### config.mk
export PLATFORM = sky130hd
export DESIGN_NAME = pid_setpoint_ramper_flat
export DESIGN_NICKNAME = d
export VERILOG_FILES = /design/src/rtl/pid_ramp_pkg.sv /design/src/rtl/pid_setpoint_ramper_if.sv /design/src/rtl/sys_bus_wr_master.sv /design/src/rtl/pid_setpoint_ramper.sv /design/src/flat_wrapper.sv
export SDC_FILE = /design/constraint.sdc
export NUM_CORES = 1
export LEC_CHECK = 0
export CORE_ASPECT_RATIO = 0.6
export CORE_UTILIZATION = 50
export CTS_BUF_LIST = sky130_fd_sc_hd__clkbuf_4 sky130_fd_sc_hd__clkbuf_8
export DETAILED_ROUTE_END_ITERATION = 10
export GPL_TIMING_DRIVEN = 0
export PLACE_DENSITY = 0.72
export SETUP_SLACK_MARGIN = 0.02
export SYNTH_ARGS = -nofsm -noshare
export SYNTH_HDL_FRONTEND = slang
export SYNTH_SLANG_ARGS = --single-unit
export TNS_END_PERCENT = 1
### constraint.sdc
create_clock -name clk_i -period 6 [get_ports clk_i]
set_clock_uncertainty 0.2 [all_clocks]
set_input_delay 1.8 -clock clk_i [delete_from_list [all_inputs] [get_ports clk_i]]
set_output_delay 1.8 -clock clk_i [all_outputs]
set_load 0.005 [all_outputs]
### src/rtl/pid_ramp_pkg.sv
// Shared types and default constants for the PID setpoint ramp sequencer.
// Contents: sequencer state enum, default PID register addresses, and the
// integrator-reset mask written to the configuration register.
package pid_ramp_pkg;

    typedef enum logic [2:0] {
        ST_IDLE     = 3'd0,
        ST_IRST_SET = 3'd1,
        ST_IRST_CLR = 3'd2,
        ST_STEP     = 3'd3,
        ST_WRITE    = 3'd4,
        ST_WAIT     = 3'd5,
        ST_DONE     = 3'd6
    } state_t;

    localparam logic [31:0] SP_ADDR_DEF   = 32'h0000_0010;
    localparam logic [31:0] CFG_ADDR_DEF  = 32'h0000_0000;
    localparam logic [31:0] IRST_MASK_DEF = 32'h0000_000E;

endpackage

### src/rtl/pid_setpoint_ramper_if.sv
// sys register bus: single-beat address/data with write/read strobes,
// completed by ack or err from the slave.
// Ports: master drives addr/wdata/wen/ren, slave returns ack/err.
interface pid_setpoint_ramper_if;

    logic [31:0] sys_addr_o;
    logic [31:0] sys_wdata_o;
    logic        sys_wen_o;
    logic        sys_ren_o;
    logic        sys_ack_i;
    logic        sys_err_i;

    modport master (
        output sys_addr_o, sys_wdata_o, sys_wen_o, sys_ren_o,
        input  sys_ack_i, sys_err_i
    );

    modport slave (
        input  sys_addr_o, sys_wdata_o, sys_wen_o, sys_ren_o,
        output sys_ack_i, sys_err_i
    );

endinterface

### src/rtl/sys_bus_wr_master.sv
// Single-write engine for the sys bus: strobe, address/data hold, ack timeout.
// Latency: strobe the cycle after req_i; done_o/err_o combinational on the completing cycle.
// Backpressure: none accepted; holds the transaction until ack, err or timeout.
// Ports: clk_i/rstn_i, req_i + addr_i/data_i (request), done_o/err_o (completion),
//        bus (sys master modport).
module sys_bus_wr_master #(
    parameter int unsigned TMO = 255
) (
    input  logic                          clk_i,
    input  logic                          rstn_i,
    input  logic                          req_i,
    input  logic [31:0]                   addr_i,
    input  logic [31:0]                   data_i,
    output logic                          done_o,
    output logic                          err_o,
    pid_setpoint_ramper_if.master         bus
);

    localparam logic [15:0] TMO_LAST = 16'(TMO - 1);

    logic        r_busy;
    logic        r_wen;
    logic [31:0] r_addr;
    logic [31:0] r_wdata;
    logic [15:0] r_cnt;
    logic        w_tmo;

    // r_cnt is 0 in the strobe cycle, so the TMO-th cycle of the window
    // is the last one in which an ack is still accepted.
    assign w_tmo  = r_busy && (r_cnt == TMO_LAST) && !bus.sys_ack_i;
    assign done_o = r_busy && bus.sys_ack_i && !bus.sys_err_i;
    assign err_o  = r_busy && (bus.sys_err_i || w_tmo);

    assign bus.sys_addr_o  = r_addr;
    assign bus.sys_wdata_o = r_wdata;
    assign bus.sys_wen_o   = r_wen;
    assign bus.sys_ren_o   = 1'b0;

    // A new request may arrive on the same edge the previous one completes,
    // so req_i takes priority over the completion bookkeeping.
    always_ff @(posedge clk_i or negedge rstn_i) begin
        if (!rstn_i) begin
            r_busy  <= 1'b0;
            r_wen   <= 1'b0;
            r_addr  <= '0;
            r_wdata <= '0;
            r_cnt   <= '0;
        end else if (req_i) begin
            r_busy  <= 1'b1;
            r_wen   <= 1'b1;
            r_addr  <= addr_i;
            r_wdata <= data_i;
            r_cnt   <= '0;
        end else begin
            r_wen <= 1'b0;
            if (done_o || err_o) begin
                r_busy <= 1'b0;
            end else if (r_busy) begin
                r_cnt <= r_cnt + 16'd1;
            end
        end
    end

endmodule

### src/rtl/pid_setpoint_ramper.sv
// Ramps the PID setpoint toward a target in rate-limited steps, optionally clearing integrators first.
// Latency: busy the cycle after start; first strobe 1 cycle (irst) or 2 cycles after start.
// Backpressure: waits for ack on every write; abort honoured only at transaction boundaries.
// Ports: clk_i/rstn_i; start_i/abort_i + target_i/step_i/interval_i/irst_i (command);
//        busy_o/done_o/err_o/sp_o (status); bus (sys master modport).
module pid_setpoint_ramper
    import pid_ramp_pkg::*;
#(
    parameter int unsigned DW        = 14,
    parameter logic [31:0] SP_ADDR   = SP_ADDR_DEF,
    parameter logic [31:0] CFG_ADDR  = CFG_ADDR_DEF,
    parameter logic [31:0] IRST_MASK = IRST_MASK_DEF,
    parameter int unsigned TMO       = 255
) (
    input  logic                  clk_i,
    input  logic                  rstn_i,
    input  logic                  start_i,
    input  logic                  abort_i,
    input  logic [DW-1:0]         target_i,
    input  logic [DW-1:0]         step_i,
    input  logic [31:0]           interval_i,
    input  logic                  irst_i,
    output logic                  busy_o,
    output logic                  done_o,
    output logic                  err_o,
    output logic [DW-1:0]         sp_o,
    pid_setpoint_ramper_if.master bus
);

    state_t                r_state;
    state_t                w_state_nxt;
    logic signed [DW-1:0]  r_target;
    logic signed [DW-1:0]  r_sp;
    logic signed [DW-1:0]  r_next;
    logic        [DW-1:0]  r_step;
    logic        [31:0]    r_interval;
    logic        [31:0]    r_wait_cnt;
    logic                  r_err;

    logic                  w_start_acc;
    logic                  w_req;
    logic        [31:0]    w_req_addr;
    logic        [31:0]    w_req_data;
    logic                  w_wr_done;
    logic                  w_wr_err;

    // Step arithmetic in DW+1 bits so target - sp cannot overflow.
    logic signed [DW:0]    w_sp_x;
    logic signed [DW:0]    w_tgt_x;
    logic signed [DW:0]    w_step_x;
    logic signed [DW:0]    w_diff;
    logic signed [DW:0]    w_abs;
    logic signed [DW:0]    w_sum;
    logic signed [DW-1:0]  w_next;

    assign w_sp_x   = {r_sp[DW-1], r_sp};
    assign w_tgt_x  = {r_target[DW-1], r_target};
    assign w_step_x = $signed({1'b0, r_step});
    assign w_diff   = w_tgt_x - w_sp_x;
    assign w_abs    = w_diff[DW] ? -w_diff : w_diff;
    assign w_sum    = w_diff[DW] ? (w_sp_x - w_step_x) : (w_sp_x + w_step_x);

    // The moved value always lies between sp and target, so dropping the
    // extra bit is lossless.
    always_comb begin
        w_next = w_sum[DW-1:0];
        if ((r_step == '0) || (w_abs <= w_step_x)) begin
            w_next = r_target;
        end
    end

    sys_bus_wr_master #(
        .TMO (TMO)
    ) u_wr (
        .clk_i  (clk_i),
        .rstn_i (rstn_i),
        .req_i  (w_req),
        .addr_i (w_req_addr),
        .data_i (w_req_data),
        .done_o (w_wr_done),
        .err_o  (w_wr_err),
        .bus    (bus)
    );

    // Next-state and write-request logic. Requests are issued on the edge
    // that enters a write state, so the strobe lines up with its first cycle.
    always_comb begin
        w_state_nxt = r_state;
        w_start_acc = 1'b0;
        w_req       = 1'b0;
        w_req_addr  = SP_ADDR;
        w_req_data  = '0;
        case (r_state)
            ST_IDLE, ST_DONE: begin
                w_state_nxt = ST_IDLE;
                if (start_i) begin
                    w_start_acc = 1'b1;
                    if (irst_i) begin
                        w_req       = 1'b1;
                        w_req_addr  = CFG_ADDR;
                        w_req_data  = IRST_MASK;
                        w_state_nxt = ST_IRST_SET;
                    end else begin
                        w_state_nxt = ST_STEP;
                    end
                end
            end
            ST_IRST_SET: begin
                if (w_wr_err) begin
                    w_state_nxt = ST_IDLE;
                end else if (w_wr_done) begin
                    w_req       = 1'b1;
                    w_req_addr  = CFG_ADDR;
                    w_req_data  = '0;
                    w_state_nxt = ST_IRST_CLR;
                end
            end
            // Set/clear are one unit: an abort never leaves integrators held.
            ST_IRST_CLR: begin
                if (w_wr_err) begin
                    w_state_nxt = ST_IDLE;
                end else if (w_wr_done) begin
                    w_state_nxt = abort_i ? ST_DONE : ST_STEP;
                end
            end
            ST_STEP: begin
                if (abort_i) begin
                    w_state_nxt = ST_DONE;
                end else begin
                    w_req       = 1'b1;
                    w_req_addr  = SP_ADDR;
                    w_req_data  = {{(32-DW){w_next[DW-1]}}, w_next};
                    w_state_nxt = ST_WRITE;
                end
            end
            ST_WRITE: begin
                if (w_wr_err) begin
                    w_state_nxt = ST_IDLE;
                end else if (w_wr_done) begin
                    w_state_nxt = (abort_i || (r_next == r_target)) ? ST_DONE : ST_WAIT;
                end
            end
            ST_WAIT: begin
                if (abort_i) begin
                    w_state_nxt = ST_DONE;
                end else if (r_wait_cnt == 32'd0) begin
                    w_state_nxt = ST_STEP;
                end
            end
            default: begin
                w_state_nxt = ST_IDLE;
            end
        endcase
    end

    always_ff @(posedge clk_i or negedge rstn_i) begin
        if (!rstn_i) begin
            r_state    <= ST_IDLE;
            r_target   <= '0;
            r_sp       <= '0;
            r_next     <= '0;
            r_step     <= '0;
            r_interval <= '0;
            r_wait_cnt <= '0;
            r_err      <= 1'b0;
        end else begin
            r_state <= w_state_nxt;

            if (w_start_acc) begin
                r_target   <= target_i;
                r_step     <= step_i;
                r_interval <= interval_i;
                r_err      <= 1'b0;
            end

            if ((r_state == ST_IRST_SET || r_state == ST_IRST_CLR || r_state == ST_WRITE)
                && w_wr_err) begin
                r_err <= 1'b1;
            end

            if (r_state == ST_STEP) begin
                r_next <= w_next;
            end

            if ((r_state == ST_WRITE) && w_wr_done) begin
                r_sp <= r_next;
            end

            // Interval 0 behaves as 1: WAIT always lasts at least one cycle.
            if (w_state_nxt == ST_WAIT && r_state != ST_WAIT) begin
                r_wait_cnt <= (r_interval == 32'd0) ? 32'd0 : (r_interval - 32'd1);
            end else if (r_state == ST_WAIT && r_wait_cnt != 32'd0) begin
                r_wait_cnt <= r_wait_cnt - 32'd1;
            end
        end
    end

    assign busy_o = (r_state != ST_IDLE) && (r_state != ST_DONE);
    assign done_o = (r_state == ST_DONE);
    assign err_o  = r_err;
    assign sp_o   = r_sp;

endmodule

### src/flat_wrapper.sv
// flat-port wrapper written by rule: the top's interface ports become plain ports
module pid_setpoint_ramper_flat import pid_ramp_pkg::*;
#(
    parameter int unsigned DW        = 14,
    parameter logic [31:0] SP_ADDR   = SP_ADDR_DEF,
    parameter logic [31:0] CFG_ADDR  = CFG_ADDR_DEF,
    parameter logic [31:0] IRST_MASK = IRST_MASK_DEF,
    parameter int unsigned TMO       = 255
)
  (clk_i, rstn_i, start_i, abort_i, target_i, step_i, interval_i, irst_i, busy_o, done_o, err_o, sp_o, bus_sys_addr_o, bus_sys_wdata_o, bus_sys_wen_o, bus_sys_ren_o, bus_sys_ack_i, bus_sys_err_i);
  pid_setpoint_ramper_if bus_i ();
  input  logic clk_i;
  input  logic rstn_i;
  input  logic start_i;
  input  logic abort_i;
  input  logic [DW-1:0] target_i;
  input  logic [DW-1:0] step_i;
  input  logic [31:0] interval_i;
  input  logic irst_i;
  output logic busy_o;
  output logic done_o;
  output logic err_o;
  output logic [DW-1:0] sp_o;
  output wire logic [$bits(bus_i.sys_addr_o)-1:0] bus_sys_addr_o;
  output wire logic [$bits(bus_i.sys_wdata_o)-1:0] bus_sys_wdata_o;
  output wire logic [$bits(bus_i.sys_wen_o)-1:0] bus_sys_wen_o;
  output wire logic [$bits(bus_i.sys_ren_o)-1:0] bus_sys_ren_o;
  input wire logic [$bits(bus_i.sys_ack_i)-1:0] bus_sys_ack_i;
  input wire logic [$bits(bus_i.sys_err_i)-1:0] bus_sys_err_i;
  assign bus_sys_addr_o = bus_i.sys_addr_o;
  assign bus_sys_wdata_o = bus_i.sys_wdata_o;
  assign bus_sys_wen_o = bus_i.sys_wen_o;
  assign bus_sys_ren_o = bus_i.sys_ren_o;
  assign bus_i.sys_ack_i = bus_sys_ack_i;
  assign bus_i.sys_err_i = bus_sys_err_i;
  pid_setpoint_ramper #(.DW(DW), .SP_ADDR(SP_ADDR), .CFG_ADDR(CFG_ADDR), .IRST_MASK(IRST_MASK), .TMO(TMO)) u_core (.clk_i(clk_i), .rstn_i(rstn_i), .start_i(start_i), .abort_i(abort_i), .target_i(target_i), .step_i(step_i), .interval_i(interval_i), .irst_i(irst_i), .busy_o(busy_o), .done_o(done_o), .err_o(err_o), .sp_o(sp_o), .bus(bus_i));
endmodule
==> metrics.cfg, run 1 <==
[place]
portBuffers = 116
dp_hpwl_mm = 26.4
gp_congestion = 0.982

[detailed_routing]
first_pass_iters = 6
vias_per_cell = 6.04
wl_mm = 34.3
drt_iter0_markers = 1508
drtAntennaViolNets = 0
vias = 10503
drcViolationCount = 0
wl_per_cell_um = 19.7

[floorplanning]
start_util_pct = 51.9
die_y_um = 118
row_count = 41
coreArea_sq_um = 21400
die_area_sq_um = 22900
pin_count = 150
die_x_um = 195

[layout]
most-common-layout-cells = dfrtp_1 (157), nand2_1 (123), clkdlybuf4s50_1 (115)
syn_to_final_growth_pct = 19.8
diodes = 0
drive_gt1_share_pct = 12.9
layout_commonest_cell = dfrtp_1
nets = 1564

[clocking]
clk_pin_slew_worst_paths_ns = 0.09
root_buffer = clkbuf_8
h-tree-depth = 4
numCtsBuffers = 17
cts_tree = built
clk_latency_ns = 0.49
holdBufCountCts = 0
cts.sinks = 157
cts_max_path_buffers = 2

[logic_synthesis]
synth-main-ff-cell = dfrtp_1
synth.yosys.seq_area_share_pct = 35.3
ys_warn_count = 0
syn_area_sq_um = 11100
avgSynthCellArea_sq_um = 8.71
synthArstFlopShare_pct = 100
synth_top_area_share_pct = 35.3
ys_seq_elements = 157
synth_top_area_cell = dfrtp_1
ys_types = 81
synth.area.top_cells = dfrtp_1 (35%), ha_1 (5.3%), mux2_2 (5.2%), xnor2_1 (5.1%), nand2_1 (4.1%)
netlist_instances = 1278
synth_edf_count = 0

[outcome]
outcome = completed

[setup_path]
path_class = reg2reg
rr_worst_depth = 22
r2r_slack_ns = 0.23
worstPathMaxFanout = 10
slowest_stage = dfrtp_1
crit_path_start_kind = register
crit_path_cell_trace = inv_1, ha_1, inv_1, fa_1, a211oi_2, o21ai_1, a31oi_4, o31ai_4, clkbuf_2, clkbuf_2, a21o_1, xnor2_1, ha_1, and4_1, o211ai_1, a21oi_1, o211ai_1, buf_4, nor2_1, clkbuf_2, nand2_1, o221a_1
cp-end-kind = register
path_common_cell = clkbuf_2
critPathMaxStageDelay_ns = 0.44
regToRegEndpoint = u_core.r_next[5]
cp.arrival_ns = 5.95
reg2reg_from = u_core.r_target[0]
required_ns = 6.18

[sta]
final_hold_viol_count = 0
clock.fmax_mhz = 173
fin_tns_setup_ns = 0
setup_viol = 0
rsz0062_at_grt = true
relSlewSlack_pct = 26.6
period_needed_ns = 5.77
fin_crit_sh_pct = 96.2
tightest_slew_ns = 1.09
drv_slew = 0

[worst_hold_path]
holdPathStages = 2
worstHoldEndpoint = u_core.u_wr.bus.sys_wdata_o[9]
holdCritStartpoint = u_core.u_wr.bus.sys_wdata_o[9]
hp-class = reg2reg

[global_route]
antenna_found_initial = 0
grt_max_degree = 82
groute.usage.overall_pct = 30.5
grt_overflow = 0
grt_pass1_vias = 9420
grt_pass1_wl_mm = 54.1

[power]
finalPower_mw = 9.27
p_per_area_nw_per_um2 = 695
p_leak_nw = 5.58
ir_drop_mv = 0.570

[flow_run]
cap_violations = 0

-- repair_timing --
action / 4_1_cts / 5_1_grt
pin swaps: 0 / 1
gates cloned: 0 / 0
resized for setup: 8 / 30
setup buffers: 0 / 3
endpoints found under the setup margin: 28 / 28
-- final cells by class --
type                    instances  area (sq um)
inverters                      59           221
clock buffers                  23           310
plain buffers                 102           602
flip-flops and latches        157          3930
repair buffers                120          1220
well taps                     279           349
fillers                      1865          8110
clock inverters                 9           108
multi-input cells             991          6600
-- logic make-up (layout without fill, tap and decap cells) --
family / after synthesis / count (layout) / synth area share (%)
other cells: 1 / 32 / 0.0337
compound gates: 318 / 318 / 19.5
flops: 157 / 157 / 35.3
xor+xnor: 97 / 97 / 7.63
fa+ha+maj: 49 / 49 / 5.64
simple gates: 443 / 443 / 19.4
buf+inv: 161 / 313 / 7.24
mux: 52 / 52 / 5.25
-- cells in the mapped netlist (8+ instances only) --
cell type,number
o21ai_0,73
o31ai_1,24
o221ai_1,9
and2_1,8
and3_1,10
dfrtp_1,157
a21oi_1,59
clkbuf_1,39
o22ai_1,12
mux2_2,51
nand3_1,43
or4_1,9
ha_1,47
o21a_1,18
nand2_1,123
xor2_1,32
nor4_1,19
or3_1,22
a21o_1,9
a31oi_1,11
buf_2,10
nand2b_1,10
nor2_1,108
o211ai_1,15
inv_1,58
a31o_2,8
nor2b_1,11
nor3_1,39
xnor2_1,65
nand4_1,17
buf_4,50
-- flip-flops by register name, indices dropped and copies added, names as in the netlist --
register	flops
u_core.r_target	14
u_core.u_wr.bus.sys_addr_o	1
u_core.u_wr.bus.sys_wdata_o	14
u_core.u_wr.r_cnt	16
u_core.u_wr.r_busy	1
u_core.u_wr.bus.sys_wen_o	1
u_core.r_state	3
u_core.r_step	14
u_core.r_interval	32
u_core.sp_o	14
u_core.r_next	14
u_core.err_o	1
u_core.r_wait_cnt	32
-- through the flow --
| step | hold slack (ns) | utilization, % | instance area (sq um) | setup WS (ns) | cells |
|---|---|---|---|---|---|
| after global routing | 0.327 | 62.2 | 13300 | -0.0167 | 1740 |
| after detailed placement | 0.276 | 59.7 | 12800 | -0.571 | 1705 |
| after floorplan | 0.261 | - | 11300 | 1.15 | 1309 |
| after global placement | 0.273 | 59.5 | 12800 | -3.76 | 1704 |
| final | 0.294 | 62.2 | 13300 | 0.227 | 1740 |
| after CTS | 0.297 | 61.7 | 13200 | -0.112 | 1737 |
-- worst max path at each step --
stage                                   from  cells after the start                             end
final                     u_core.r_target[0]                     22                u_core.r_next[5]
after global routing      u_core.r_target[0]                     21  u_core.u_wr.bus.sys_wdata_o[3]
after CTS                 u_core.r_target[0]                     22                u_core.r_next[8]
after detailed placement  u_core.r_target[0]                     20  u_core.u_wr.bus.sys_wdata_o[7]
after global placement                rstn_i                      1           u_core.r_interval[15]
after floorplan           u_core.r_target[0]                     21  u_core.u_wr.bus.sys_wdata_o[2]
-- where the power goes --
group	switching [mW]	internal, mW
clock network	0.434	0.430
logic	3.80	2.66
registers	0.513	1.44
-- layer usage --
metal  global-route usage [%]  part of all wire [%]  vias up
met4                     5.61                  0.85        0
met5                        0                     0        -
li1                         -                     -     4909
met2                     36.2                    36      630
met3                     9.08                    14       29
met1                     51.4                    50     4935
-- critical path, delay by kind of cell (launching register included) --
kind                     cells  cell delay [ns]
flip-flops                   1             0.44
adder cells (fa/ha/maj)      3             0.92
buffers and inverters        6             1.27
AND/OR/NAND/NOR              3             0.57
AO/OA/AOI/OAI                9             2.13
XOR/XNOR                     1             0.12
No activity file was read; power rests on OpenSTA's default activity.
==> inputs of run 2 (changes only) <==
--- a/config.mk
+++ b/config.mk
@@ -11,6 +11,7 @@
 export DETAILED_ROUTE_END_ITERATION = 10
 export GPL_TIMING_DRIVEN = 0
 export PLACE_DENSITY = 0.72
+export REMOVE_ABC_BUFFERS = 1
 export SETUP_SLACK_MARGIN = 0.02
 export SYNTH_ARGS = -nofsm -noshare
 export SYNTH_HDL_FRONTEND = slang
==> run 2 against run 1 <==
Sequential share of layout area up 1.0 points. Clock power increased by 8.6%. Total power is 2.7% lower. Combinational power fell by 4.8%. Register-to-register slack improved by 0.05 ns. Routed wire length decreased by 8.2%. Final cell count decreased by 5.6%. Sequential power hardly changed. Global-route usage down 2.7 points. Count of clock-buffer cells in the layout fell by 3. Worst hold slack better by 0.0064 ns. Core utilization fell by 2.1 points.
==> metrics.cfg, run 2 (same netlist as run 1, synthesis figures left out) <==
[outcome]
outcome = completed  ; unchanged

[global_route]
grt_overflow = 0  ; unchanged
grt_pass1_vias = 9125  ; was 9420
groute.usage.overall_pct = 27.8  ; was 30.5%
grt_pass1_wl_mm = 49.9  ; was 54.1 mm
antenna_found_initial = 0  ; unchanged
grt_max_degree = 92  ; was 82

[detailed_routing]
wl_met3_mm = 3.53  ; was 4.66 mm
vias = 10031  ; was 10503
wl_met2_mm = 11.8  ; was 12.3 mm
wl_per_cell_um = 19.2  ; was 19.7 um
vias_per_cell = 6.11  ; was 6.04
wl_mm = 31.5  ; was 34.3 mm
wl_met1_mm = 15.8  ; was 17.1 mm
top_layer = met4  ; unchanged
drtAntennaViolNets = 0  ; unchanged
first_pass_iters = 9  ; was 6
drcViolationCount = 0  ; unchanged
drt_iter0_markers = 1000  ; was 1508

[sta]
hold_ws_ns = 0.300  ; was 0.294 ns
final_hold_viol_count = 0  ; unchanged
period_needed_ns = 5.73  ; was 5.77 ns
drv_slew = 0  ; unchanged
tightest_slew_ns = 1.33  ; was 1.09 ns
rsz0062_at_grt = false  ; was true
clock.fmax_mhz = 175  ; was 173 MHz
setup_viol = 0  ; unchanged
setup_slack_ns = 0.274  ; was 0.227 ns
relSlewSlack_pct = 10.7  ; was 26.6%
fin_crit_sh_pct = 95.4  ; was 96.2%

[floorplanning]
pin_count = 150  ; unchanged
die_y_um = 118  ; unchanged
coreArea_sq_um = 21400  ; unchanged
row_count = 41  ; unchanged
start_util_pct = 51.9  ; unchanged
die_area_sq_um = 22900  ; unchanged
die_x_um = 195  ; unchanged

[clocking]
cts.sinks = 157  ; unchanged
clk_latency_ns = 0.49  ; about the same
holdBufCountCts = 0  ; unchanged
numCtsBuffers = 17  ; unchanged
root_buffer = clkbuf_8  ; unchanged
clk_pin_slew_worst_paths_ns = 0.10  ; was 0.09 ns
cts_max_path_buffers = 2  ; unchanged
h-tree-depth = 4  ; unchanged
cts_tree = built  ; unchanged

[layout]
layout_commonest_cell = dfrtp_1  ; unchanged
most-common-layout-cells = dfrtp_1 (157), nand2_1 (123), clkdlybuf4s50_1 (116)  ; was dfrtp_1 (157), nand2_1 (123), clkdlybuf4s50_1 (115)
nFillCells = 1888  ; was 1865
utilization_pct = 60.1  ; was 62.2%
syn_to_final_growth_pct = 15.8  ; was 19.8%
drive_gt1_share_pct = 9.24  ; was 12.9%
nets = 1468  ; was 1564
diodes = 0  ; unchanged
top_regs = u_core.r_interval: 32 flops, u_core.r_wait_cnt: 32 flops, u_core.u_wr.r_cnt: 16 flops  ; unchanged

[place]
dpl_worst_slack_ns = -1.21  ; was -0.571 ns
gp_congestion = 0.954  ; was 0.982
portBuffers = 117  ; was 116
dp_hpwl_mm = 23.5  ; was 26.4 mm

[setup_path]
rr_worst_depth = 21  ; was 22
cp.arrival_ns = 5.90  ; was 5.95 ns
path_class = reg2reg  ; unchanged
required_ns = 6.18  ; about the same
cp-end-kind = register  ; unchanged
worstPathMaxFanout = 14  ; was 10
crit_path_start_kind = register  ; unchanged

[worst_hold_path]
holdPathStages = 2  ; unchanged
hp-class = reg2reg  ; unchanged

[power]
ir_drop_mv = 0.472  ; was 0.570 mV
p_per_area_nw_per_um2 = 700  ; was 695 nW/um^2
p_leak_nw = 5.25  ; was 5.58 nW

[flow_run]
cap_violations = 0  ; unchanged

==> run 2: cell types whose count changed in the layout (fill, tap and decap cells not counted), sizes merged <==
| cell | change |
|---|---|
| buf | -59 |
| clkbuf | -41 |
| bufinv | +3 |
| clkinv | -3 |
| clkdlybuf4s50 | +1 |
| inv | +1 |
==> run 2: power by group <==
group / switching (mW) / total (mW) / internal, mW / leakage [nW]
clock: 0.425 / 0.938 / 0.513 / 0.223
sequential: 0.511 / 1.95 / 1.44 / 1.98
combinational: 3.59 / 6.14 / 2.55 / 3.04
==> run 2: worst paths after layout <==
check	from	to	slack, ns
max	u_core.r_target[0]	u_core.r_next[5]	0.27
min	u_core.u_wr.bus.sys_wdata_o[10]	u_core.u_wr.bus.sys_wdata_o[10]	0.30
max reg2reg	u_core.r_target[0]	u_core.r_next[5]	0.27
min reg2reg	u_core.u_wr.bus.sys_wdata_o[10]	u_core.u_wr.bus.sys_wdata_o[10]	0.30
max in group asynchronous	rstn_i	u_core.r_step[2]	3.70
min in group asynchronous	rstn_i	u_core.u_wr.r_cnt[11]	1.05
==> run 2: repair_timing <==
action	in CTS	in global routing
pin swaps	1	1
setup endpoints to repair	28	27
gates resized for setup	6	11
gates cloned	0	0
buffers inserted	3	0
==> run 2: routing by layer <==
layer / vias up / global-route usage, %
li1: 4705 / -
met1: 4784 / 44.7
met2: 510 / 35.0
met3: 32 / 8.62
met4: 0 / 6.30
met5: - / 0
==> run 2: worst max-delay path, cell delays in order (launching register included) <==
cell and delay [ns]:
dfrtp_1 0.44, inv_1 0.14, ha_1 0.19, inv_1 0.05, fa_1 0.45, a211oi_2 0.41
or2_1 0.16, a221o_1 0.19, a21bo_1 0.28, or3_1 0.43, o21ai_0 0.22, xnor2_1 0.10
ha_1 0.30, and4_1 0.34, o211ai_1 0.16, a21oi_2 0.26, o211ai_1 0.13, buf_4 0.19
buf_4 0.19, nor2_4 0.33, nand2_1 0.15, o221a_1 0.30
==> run 2: layout make-up <==
class	instances	area (sq um)	area share, %
Tap cell	279	349	2.71
Clock inverter	10	188	1.46
Clock buffer	20	263	2.04
Sequential cell	157	3930	30.5
Timing Repair Buffer	126	1310	10.2
Inverter	59	221	1.72
Multi-Input combinational cell	991	6630	51.4
==> run 2: per-stage QoR <==
step | setup TNS (ns) | std cells | area [sq um] | power, mW
final | 0 | 1642 | 12900 | 9.03
after detailed placement | -24.88 | 1609 | 12300 | 7.57
after floorplan | -0.351 | 1207 | 10700 | 5.83
after global placement | -874.90 | 1603 | 12200 | 7.30
after CTS | 0 | 1642 | 12800 | 8.76
after global routing | 0 | 1642 | 12900 | 9.67
==> inputs of run 3 (changes only) <==
--- a/config.mk
+++ b/config.mk
@@ -5,7 +5,6 @@
 export SDC_FILE = /design/constraint.sdc
 export NUM_CORES = 1
 export LEC_CHECK = 0
-export CORE_ASPECT_RATIO = 0.6
 export CORE_UTILIZATION = 50
 export CTS_BUF_LIST = sky130_fd_sc_hd__clkbuf_4 sky130_fd_sc_hd__clkbuf_8
 export DETAILED_ROUTE_END_ITERATION = 10
==> run 3 against run 2 <==
Worst hold slack about the same. Die area barely moved. Clock power decreased by 5.1%. Critical path type unchanged. Total power is 5.2% lower. Design area decreased by 0.60%. Count of clock-buffer cells in the layout shrank 3. Maximum frequency grew 2.1%. Sequential power about the same. Combinational power down 7.2%. Flip-flop and latch count did not move.
==> metrics.cfg, run 3 (same netlist as run 1, synthesis figures left out) <==
[sta]
final_hold_viol_count = 0  ; unchanged
hold_ws_ns = 0.300  ; about the same
relSlewSlack_pct = 2.34  ; was 10.7%
clock.fmax_mhz = 178  ; was 175 MHz
setup_viol = 0  ; unchanged
rsz0062_at_grt = false  ; unchanged
tightest_slew_ns = 1.46  ; was 1.33 ns
fin_tns_setup_ns = 0  ; unchanged
drv_slew = 0  ; unchanged
fin_crit_sh_pct = 93.5  ; was 95.4%
period_needed_ns = 5.61  ; was 5.73 ns

[layout]
most-common-layout-cells = dfrtp_1 (157), nand2_1 (123), clkdlybuf4s50_1 (116)  ; unchanged
drive_gt1_share_pct = 8.58  ; was 9.24%
diodes = 0  ; unchanged
nets = 1466  ; was 1468
syn_to_final_growth_pct = 15.1  ; was 15.8%
layout_commonest_cell = dfrtp_1  ; unchanged
top_regs = u_core.r_interval: 32 flops, u_core.r_wait_cnt: 32 flops, u_core.u_wr.r_cnt: 16 flops  ; unchanged
utilization_pct = 58.7  ; was 60.1%

[clocking]
cts_tree = built  ; unchanged
clk_latency_ns = 0.48  ; was 0.49 ns
numCtsBuffers = 17  ; unchanged
post_cts_buffers = 0  ; was 3
cts_max_path_buffers = 2  ; unchanged
h-tree-depth = 4  ; unchanged
holdBufCountCts = 0  ; unchanged
clk_pin_slew_worst_paths_ns = 0.10  ; about the same
root_buffer = clkbuf_8  ; unchanged
cts.sinks = 157  ; unchanged

[detailed_routing]
first_pass_iters = 6  ; was 9
wl_mm = 29.3  ; was 31.5 mm
vias = 9843  ; was 10031
drtAntennaViolNets = 0  ; unchanged
vias_per_cell = 5.99  ; was 6.11
drcViolationCount = 0  ; unchanged
wl_per_cell_um = 17.8  ; was 19.2 um
drt_iter0_markers = 606  ; was 1000

[worst_hold_path]
hp-class = reg2reg  ; unchanged
holdCritStartpoint = u_core.err_o  ; was u_core.u_wr.bus.sys_wdata_o[10]
holdPathStages = 1  ; was 2
worstHoldEndpoint = u_core.err_o  ; was u_core.u_wr.bus.sys_wdata_o[10]

[global_route]
gr-usage-met2_pct = 41.7  ; was 35.0%
groute.usage.overall_pct = 26.2  ; was 27.8%
grt_pass1_vias = 9160  ; was 9125
use_met3_pct = 4.07  ; was 8.62%
antenna_found_initial = 0  ; unchanged
use_met1_pct = 36.2  ; was 44.7%
grt_most_used_layer = met2  ; was met1
grt_pass1_wl_mm = 46.5  ; was 49.9 mm
grt_overflow = 0  ; unchanged
grt_max_degree = 89  ; was 92

[setup_path]
cp-end-kind = register  ; unchanged
cp.arrival_ns = 5.78  ; was 5.90 ns
crit_path_start_kind = register  ; unchanged
reg2reg_from = u_core.r_target[0]  ; unchanged
regToRegEndpoint = u_core.r_next[5]  ; unchanged
worstPathMaxFanout = 12  ; was 14
required_ns = 6.17  ; was 6.18 ns
rr_worst_depth = 21  ; unchanged
r2r_slack_ns = 0.39  ; was 0.27 ns
path_class = reg2reg  ; unchanged

[place]
gp_congestion = 0.894  ; was 0.954
dp_hpwl_mm = 21.6  ; was 23.5 mm
portBuffers = 117  ; unchanged

[floorplanning]
die_x_um = 151  ; was 195 um
die_y_um = 151  ; was 118 um
coreArea_sq_um = 21800  ; was 21400 sq um
row_count = 54  ; was 41
pin_count = 150  ; unchanged
die_area_sq_um = 22900  ; about the same
start_util_pct = 51.0  ; was 51.9%

[power]
finalPower_mw = 8.56  ; was 9.03 mW
p_leak_nw = 5.23  ; was 5.25 nW
ir_drop_mv = 0.956  ; was 0.472 mV
p_per_area_nw_per_um2 = 668  ; was 700 nW/um^2

[outcome]
outcome = completed  ; unchanged

[flow_run]
cap_violations = 0  ; unchanged

==> run 3: cell count changes in the layout (fill, tap and decap cells not counted), moves of 2 or more <==
cell	previous run	this run
clkinv_4	0	3
buf_4	4	2
bufinv_16	5	3
clkbuf_4	2	0
clkinv_8	0	2
inv_6	2	4
o21ai_1	3	5
o21ai_2	2	0
==> run 3: routing by layer <==
metal | vias to the layer above | part of all wire (%)
met5 | - | 0
met4 | 0 | 2.2
met3 | 38 | 5.4
met2 | 306 | 46
met1 | 4804 | 46
li1 | 4695 | -
==> run 3: critical path: stages, from the launching register on <==
cell and delay (ns):
dfrtp_1 0.45, inv_1 0.14, ha_1 0.18, inv_1 0.05, fa_1 0.43, a211oi_2 0.34
or2_1 0.15, a221o_1 0.18, a21bo_1 0.26, nor4_1 0.40, a31oi_1 0.21, o31a_1 0.34
xnor2_1 0.13, ha_1 0.30, and3_1 0.18, a211oi_1 0.06, a41oi_1 0.22, o211ai_1 0.12
buf_4 0.21, nor2_2 0.50, nand2_1 0.16, o221a_1 0.29
==> run 3: where the power goes <==
| group | switching [mW] | internal (mW) |
|---|---|---|
| clock | 0.463 | 0.427 |
| sequential | 0.533 | 1.44 |
| combinational | 3.27 | 2.42 |
==> run 3: worst max-delay path by stage <==
stage / start / to / depth (start not counted)
after floorplan: start_i / u_core.u_wr.bus.sys_wdata_o[30] / 7
after global placement: rstn_i / u_core.r_step[3] / 1
after detailed placement: u_core.r_target[0] / u_core.r_next[6] / 19
after CTS: u_core.r_target[0] / u_core.u_wr.bus.sys_wdata_o[7] / 19
after global routing: u_core.r_target[0] / u_core.u_wr.bus.sys_wdata_o[1] / 22
final: u_core.r_target[0] / u_core.r_next[5] / 21
==> run 3: what timing repair did <==
action	4_1_cts	5_1_grt
gates resized for setup	2	4
pin swaps	0	0
endpoints found under the setup margin	27	27
==> run 3: layout make-up <==
cell class | instances | area [sq um]
fillers | 1944 | 9010
clock inverters | 15 | 208
clock buffers | 17 | 234
flip-flops and latches | 157 | 3930
inverters | 59 | 221
well taps | 280 | 350
multi-input cells | 991 | 6570
repair buffers | 124 | 1300
==> run 3: per-stage QoR <==
| step | cell area, sq um | worst slack, ns | instances |
|---|---|---|---|
| after floorplan | 10700 | -0.242 | 1207 |
| after global placement | 12200 | -3.65 | 1604 |
| after detailed placement | 12400 | -0.355 | 1611 |
| after CTS | 12800 | 0.0909 | 1643 |
| after global routing | 12800 | 0.0789 | 1643 |
| final | 12800 | 0.391 | 1643 |
